**config.mk**
```make
export PLATFORM = sky130hd
export DESIGN_NAME = byte_pack_4_8bits_flat
export DESIGN_NICKNAME = d
export VERILOG_FILES = /design/src/rtl/byte_pack_pkg.sv /design/src/rtl/byte_pack_if.sv /design/src/rtl/byte_pack_outreg.sv /design/src/rtl/byte_pack_4_8bits.sv /design/src/flat_wrapper.sv
export SDC_FILE = /design/constraint.sdc
export NUM_CORES = 1
export LEC_CHECK = 0
export ABC_AREA = 0
export CAP_MARGIN = 40
export CORE_MARGIN = 2
export CORE_UTILIZATION = 26
export CTS_BUF_LIST = sky130_fd_sc_hd__clkbuf_2
export DETAILED_ROUTE_END_ITERATION = 16
export MAX_ROUTING_LAYER = met4
export PLACE_DENSITY = 0.43
export SYNTH_ARGS = -nofsm -noshare
export SYNTH_HDL_FRONTEND = slang
export SYNTH_HIERARCHICAL = 1
export SYNTH_SLANG_ARGS = --single-unit
```
**constraint.sdc**
```tcl
create_clock -name CLK -period 6.6 [get_ports CLK]
set_clock_uncertainty 0.1 [all_clocks]
set_input_delay 0.99 -clock CLK [delete_from_list [all_inputs] [get_ports CLK]]
set_output_delay 0.99 -clock CLK [all_outputs]
set_load 0.1 [all_outputs]
```
**src/rtl/byte_pack_pkg.sv**
```systemverilog
// byte_pack_pkg: shared constants, debug state encoding and lane parity helper
// for the byte packer.
// Optional feature macro: BYTE_PACK_PARITY_EN (lane parity output).
package byte_pack_pkg;

  localparam int DATA_W_DEF = 8;
  localparam int BYTES_DEF  = 4;
  localparam int CNT_W      = $clog2(BYTES_DEF) + 1;

  // Widest lane the parity helper accepts; callers zero-extend their lane.
  localparam int LANE_W_MAX = 64;

  typedef enum logic [1:0] {
    EMPTY = 2'd0,
    FILL  = 2'd1,
    HELD  = 2'd2
  } state_t;

  function automatic logic lane_parity(input logic [LANE_W_MAX-1:0] lane);
    return ^lane;
  endfunction

endpackage

```
**src/rtl/byte_pack_if.sv**
```systemverilog
// byte_pack_if: byte-in / packed-word-out handshake bundle.
//   in_valid, input_data, in_last, in_ready : byte side (valid/ready)
//   output_data, out_count, out_valid, out_ready : word side (valid/ready)
//   out_parity : per-lane parity, present only with BYTE_PACK_PARITY_EN
// master = upstream source / downstream sink, slave = the packer.
interface byte_pack_if
  import byte_pack_pkg::*;
#(
  parameter int DATA_W = DATA_W_DEF,
  parameter int BYTES  = BYTES_DEF
);
  localparam int CW = $clog2(BYTES) + 1;

  logic                    in_valid;
  logic [DATA_W-1:0]       input_data;
  logic                    in_last;
  logic                    in_ready;
  logic [DATA_W*BYTES-1:0] output_data;
  logic [CW-1:0]           out_count;
  logic                    out_valid;
  logic                    out_ready;
`ifdef BYTE_PACK_PARITY_EN
  logic [BYTES-1:0]        out_parity;
`endif

  modport master (
    output in_valid, input_data, in_last, out_ready,
`ifdef BYTE_PACK_PARITY_EN
    input  out_parity,
`endif
    input  in_ready, output_data, out_count, out_valid
  );

  modport slave (
    input  in_valid, input_data, in_last, out_ready,
`ifdef BYTE_PACK_PARITY_EN
    output out_parity,
`endif
    output in_ready, output_data, out_count, out_valid
  );

endinterface

```
**src/rtl/byte_pack_outreg.sv**
```systemverilog
// byte_pack_outreg: one-word output register for the byte packer.
//   CLK, RST         : clock, synchronous active-high reset
//   load             : closing byte accepted; capture load_data/load_count
//   out_ready        : sink accepts the held word
//   out_data/out_count/out_valid : registered word
//   out_parity       : per-lane parity (BYTE_PACK_PARITY_EN only)
// The top never loads while a word is held and not draining, so load alone
// decides whether new data enters.
module byte_pack_outreg
  import byte_pack_pkg::*;
#(
  parameter int DATA_W = DATA_W_DEF,
  parameter int BYTES  = BYTES_DEF,
  localparam int CW    = $clog2(BYTES) + 1
) (
  input  logic                    CLK,
  input  logic                    RST,
  input  logic                    load,
  input  logic [DATA_W*BYTES-1:0] load_data,
  input  logic [CW-1:0]           load_count,
  input  logic                    out_ready,
`ifdef BYTE_PACK_PARITY_EN
  output logic [BYTES-1:0]        out_parity,
`endif
  output logic [DATA_W*BYTES-1:0] out_data,
  output logic [CW-1:0]           out_count,
  output logic                    out_valid
);

  logic [DATA_W*BYTES-1:0] data_q, data_d;
  logic [CW-1:0]           count_q, count_d;
  logic                    valid_q, valid_d;

  always_comb begin
    data_d  = data_q;
    count_d = count_q;
    valid_d = valid_q;
    if (load) begin
      data_d  = load_data;
      count_d = load_count;
      valid_d = 1'b1;
    end else if (valid_q && out_ready) begin
      valid_d = 1'b0;
    end
  end

  always_ff @(posedge CLK) begin
    if (RST) begin
      data_q  <= '0;
      count_q <= '0;
      valid_q <= 1'b0;
    end else begin
      data_q  <= data_d;
      count_q <= count_d;
      valid_q <= valid_d;
    end
  end

  assign out_data  = data_q;
  assign out_count = count_q;
  assign out_valid = valid_q;

`ifdef BYTE_PACK_PARITY_EN
  logic [BYTES-1:0] parity_q, parity_d;

  always_comb begin
    parity_d = parity_q;
    if (load) begin
      for (int k = 0; k < BYTES; k++) begin
        parity_d[k] = lane_parity(LANE_W_MAX'(load_data[k*DATA_W +: DATA_W]));
      end
    end
  end

  always_ff @(posedge CLK) begin
    if (RST) parity_q <= '0;
    else     parity_q <= parity_d;
  end

  assign out_parity = parity_q;
`endif

endmodule

```
**src/rtl/byte_pack_4_8bits.sv**
```systemverilog
// byte_pack_4_8bits: packs a byte stream into BYTES-byte words, first byte in
// the LSB lane; in_last closes a word early and zero-pads the upper lanes.
//   CLK, RST : clock, synchronous active-high reset
//   bus      : byte_pack_if slave (byte in, packed word out)
// Optional feature macro: BYTE_PACK_PARITY_EN adds bus.out_parity.
// A closing byte lands in the output register on the edge it is accepted.
//
// state | meaning
// EMPTY | no partial word, output register empty
// FILL  | partial word collecting, output register empty
// HELD  | output word valid (a partial word may also be collecting)
module byte_pack_4_8bits
  import byte_pack_pkg::*;
#(
  parameter int DATA_W = DATA_W_DEF,
  parameter int BYTES  = BYTES_DEF
) (
  input logic      CLK,
  input logic      RST,
  byte_pack_if.slave bus
);

  localparam int CW = $clog2(BYTES) + 1;

  logic [DATA_W*(BYTES-1)-1:0] col_data_q, col_data_d;
  logic [CW-1:0]               col_cnt_q, col_cnt_d;
  logic [DATA_W*BYTES-1:0]     load_word;
  logic                        closing_capable, in_xfer, closing;
  state_t                      state;

  always_comb begin
    state = EMPTY;
    if (bus.out_valid)           state = HELD;
    else if (col_cnt_q != '0)    state = FILL;
  end

  // in_last is sampled without in_valid so in_ready never depends on in_valid.
  assign closing_capable = (col_cnt_q == CW'(BYTES-1)) || bus.in_last;
  assign bus.in_ready    = !RST && !((state == HELD) && closing_capable && !bus.out_ready);
  assign in_xfer         = bus.in_valid && bus.in_ready;
  assign closing         = in_xfer && closing_capable;

  always_comb begin
    load_word = '0;
    for (int k = 0; k < BYTES-1; k++) begin
      if (CW'(k) < col_cnt_q) load_word[k*DATA_W +: DATA_W] = col_data_q[k*DATA_W +: DATA_W];
    end
    for (int k = 0; k < BYTES; k++) begin
      if (CW'(k) == col_cnt_q) load_word[k*DATA_W +: DATA_W] = bus.input_data;
    end
  end

  always_comb begin
    col_data_d = col_data_q;
    col_cnt_d  = col_cnt_q;
    if (closing) begin
      col_data_d = '0;
      col_cnt_d  = '0;
    end else if (in_xfer) begin
      for (int k = 0; k < BYTES-1; k++) begin
        if (CW'(k) == col_cnt_q) col_data_d[k*DATA_W +: DATA_W] = bus.input_data;
      end
      col_cnt_d = col_cnt_q + CW'(1);
    end
  end

  always_ff @(posedge CLK) begin
    if (RST) begin
      col_data_q <= '0;
      col_cnt_q  <= '0;
    end else begin
      col_data_q <= col_data_d;
      col_cnt_q  <= col_cnt_d;
    end
  end

  byte_pack_outreg #(
    .DATA_W (DATA_W),
    .BYTES  (BYTES)
  ) u_outreg (
    .CLK        (CLK),
    .RST        (RST),
    .load       (closing),
    .load_data  (load_word),
    .load_count (col_cnt_q + CW'(1)),
    .out_ready  (bus.out_ready),
`ifdef BYTE_PACK_PARITY_EN
    .out_parity (bus.out_parity),
`endif
    .out_data   (bus.output_data),
    .out_count  (bus.out_count),
    .out_valid  (bus.out_valid)
  );

endmodule

```
**src/flat_wrapper.sv**
```systemverilog
// flat-port wrapper written by rule: the top's interface ports become plain ports
module byte_pack_4_8bits_flat import byte_pack_pkg::*;
#(
  parameter int DATA_W = DATA_W_DEF,
  parameter int BYTES  = BYTES_DEF
)
  (CLK, RST, bus_in_valid, bus_input_data, bus_in_last, bus_out_ready, bus_in_ready, bus_output_data, bus_out_count, bus_out_valid);
  byte_pack_if #(.DATA_W(DATA_W), .BYTES(BYTES)) bus_i ();
  input logic CLK;
  input logic RST;
  input wire logic [$bits(bus_i.in_valid)-1:0] bus_in_valid;
  input wire logic [$bits(bus_i.input_data)-1:0] bus_input_data;
  input wire logic [$bits(bus_i.in_last)-1:0] bus_in_last;
  input wire logic [$bits(bus_i.out_ready)-1:0] bus_out_ready;
  output wire logic [$bits(bus_i.in_ready)-1:0] bus_in_ready;
  output wire logic [$bits(bus_i.output_data)-1:0] bus_output_data;
  output wire logic [$bits(bus_i.out_count)-1:0] bus_out_count;
  output wire logic [$bits(bus_i.out_valid)-1:0] bus_out_valid;
  assign bus_i.in_valid = bus_in_valid;
  assign bus_i.input_data = bus_input_data;
  assign bus_i.in_last = bus_in_last;
  assign bus_i.out_ready = bus_out_ready;
  assign bus_in_ready = bus_i.in_ready;
  assign bus_output_data = bus_i.output_data;
  assign bus_out_count = bus_i.out_count;
  assign bus_out_valid = bus_i.out_valid;
  byte_pack_4_8bits #(.DATA_W(DATA_W), .BYTES(BYTES)) u_core (.CLK(CLK), .RST(RST), .bus(bus_i));
endmodule
```
==> qor.yml <==
global_routing:
  grt_overflow: 0
  grt_max_degree: 40
  grt_usage_pct: 13.0
  antenna_found_initial: 0
  grt_pass1_vias: 2051
  grt_pass1_wl_um: 11000
place:
  place_hpwl_um: 4510
  place_area_um2: 3940
  placed_cells: 474
  io_buffers: 49
  globalplace.congestion: 0.706
yosys:
  avgSynthCellArea_um2: 10.6
  synth_area_leaders: "dfxtp_1 (46%), mux2i_1 (22%), nor2_1 (8.9%)"
  async_flop_share_pct: 0
  synth_top_area_share_pct: 45.5
  syn_area_um2: 2770
  seq_area_frac_synth_pct: 45.5
  synth_most_common_cell: "nor2_1"
  synth-seq-cells: 63
  synth_ff_type: "dfxtp_1"
  netlist-cell-type-count: 27
  netlist_instances: 262
  synth.top_cells.by_count: "nor2_1 (66), dfxtp_1 (63), mux2i_1 (60), a22o_1 (24), and2_2 (8)"
  yosysTopAreaCell: "dfxtp_1"
  yosys_warnings: 6
  syn-num-nets: 279
  synth_edf_count: 0
cts:
  clk_latency_ps: 490
  cts_setup_buffers: 0
  numCtsBuffers: 9
  numClockSinks: 63
  path_clk_slew_ps: 190
  ctsLongestPathBuffers: 2
  cts_htree_levels: 3
  cts_root_buf: "clkbuf_2"
  cts_hold_buf: 0
  cts_tree: "yes"
  cts_resized: 0
sta:
  slew_headroom_pct: 43.1
  max_freq_ghz: 0.255
  setup_viol: 0
  fin_tns_setup_ps: 0
  period_share_pct: 59.4
  hold_violations: 0
  maxSlewViolCount: 0
  worst_pin_slew_ps: 851
  period_minus_slack_ps: 3920
  rsz0062_at_grt: "no"
worst_setup_path:
  setup.worst_path.end_class: "output port"
  worstRegToRegCells: 8
  r2r_slack_ps: 3620
  crit_required_ps: 5510
  cp.arrival_ps: 2830
  path_class: "in -> out"
  slowest_delay_ps: 520
  crit_path_max_fanout: 6
  r2r_start: "u_core/col_cnt_q[2]"
  crit_chain: "clkdlybuf4s50_1, nand2b_1, nor2_1, nor2_1, clkdlybuf4s50_1, buf_8"
  cp-start-kind: "primary input"
  slowest_stage: "clkdlybuf4s50_1"
  reg2reg_to: "u_core/u_outreg/out_data[25]"
cells_and_area:
  final_area_um2: 4060
  nFillCells: 1017
  final_layout_size_suffix_gt1_share_pct: 20.6
  stdcell_count: 490
  insertedDiodeCount: 0
  fin_nets: 366
  areaGrowthSynthToFinish_pct: 46.6
route:
  via_per_inst: 4.24
  vias: 2079
  ant_nets: 0
  firstDrtPassIters: 4
  wirelength_um: 6910
  drt_iter0_markers: 53
  wl_per_cell_um: 14.1
  remaining_drc_errors: 0
pwr:
  p_leak_nw: 1.68
  p_per_area_nw_per_um2: 184
  max-vdd-ir-drop_mv: 0.100
hold_path:
  hp-class: "reg -> reg"
  hold_path_end: "u_core/u_outreg/out_data[10]"
  hold_depth: 2
  min_from: "u_core/u_outreg/out_data[10]"
floorplan:
  start_util_pct: 26.8
  io_pins: 50
  die_width_um: 107
  design.core.area_um2: 10300
  fp.dieArea_um2: 11500
  die_h_um: 107
  core.rowCount: 37
run:
  cap_violations: 0
outcome:
  status: "finished, final reports clean"
worst max path at each step:
| stage | start | end | slack (ps) | depth (start not counted) |
|---|---|---|---|---|
| 2_1_floorplan | bus_out_ready | bus_in_ready | 2900 | 4 |
| 3_3_place_gp | bus_out_ready | bus_in_ready | 2280 | 5 |
| 3_5_place_dp | bus_out_ready | bus_in_ready | 2660 | 6 |
| 4_1_cts | bus_out_ready | bus_in_ready | 2650 | 6 |
| 5_1_grt | u_core/col_cnt_q[2] | bus_in_ready | 2550 | 7 |
| 6_report | bus_out_ready | bus_in_ready | 2680 | 6 |
kinds of logic after synthesis:
kind of cell	share of synthesized area, %
AOI/OAI and AO/OA	12.0
xor gates and xnor gates	0.316
adders and majority gates	1.81
buffers and inverters	4.97
DFF	45.5
muxes	21.7
and+or+nand+nor	13.6
stage by stage:
step	worst slack [ps]	total power, mW	hold WS [ps]	utilization [%]
2_1_floorplan	2900	0.473	364	-
3_3_place_gp	2280	0.503	371	32.3
3_5_place_dp	2660	0.514	380	38.2
4_1_cts	2650	0.761	421	39.3
5_1_grt	2550	0.786	444	39.3
6_report	2680	0.748	417	39.3
layout make-up:
| cell class | instances | area [um2] | area share [%] |
|---|---|---|---|
| flip-flops and latches | 63 | 1260 | 31.1 |
| multi-input cells | 181 | 1380 | 33.9 |
| clock buffers | 9 | 45.0 | 1.11 |
| repair buffers | 89 | 1110 | 27.4 |
| inverters | 5 | 18.8 | 0.462 |
| well taps | 136 | 170 | 4.19 |
| clock inverters | 7 | 72.6 | 1.79 |
state kept, by name, summed over array words and instances (netlist names):
| register | count |
|---|---|
| u_core/col_cnt_q | 3 |
| u_core/col_data_q | 24 |
| u_core/u_outreg/out_count | 3 |
| u_core/u_outreg/out_data | 32 |
| u_core/u_outreg/out_valid | 1 |
power by group:
group / internal, mW / leakage [nW] / total [mW] / switching (mW)
Clock: 0.0879 / 0.0683 / 0.243 / 0.156
Combinational: 0.0432 / 1.11 / 0.114 / 0.0704
Sequential: 0.387 / 0.509 / 0.391 / 0.00386
Total: 0.518 / 1.68 / 0.748 / 0.230
placed cells by master (no fill, tap or decap), types with 2 or more instances in the layout:
cell type	synthesis	layout
and2_2	8	8
clkdlybuf4s50_1	0	49
mux2i_1	60	60
nand2b_1	2	2
nor2b_1	2	2
ha_1	4	4
o211ai_4	3	3
dfxtp_1	63	63
clkinvlp_4	0	2
buf_8	0	35
buf_4	2	2
clkbuf_2	1	9
nand2_1	2	2
nor2_4	1	2
buf_16	0	3
nor2_1	66	65
a22o_1	24	24
clkinv_2	0	2
inv_1	5	5
critical path, delay by kind of cell:
kind	cells	cell delay, ps
and+or+nand+nor	3	620
buffers and inverters	3	1210
layer usage:
metal  part of all wire [%]  wire [um]  track usage, %  up-vias
met5                      0          0               -        -
met4                    1.2         86            5.84        0
met3                    2.7        185            2.25        7
met2                     47       3240            19.9       31
met1                     49       3400            16.8      965
li1                       -          -               -     1076
(Power assumes the default switching activity.)
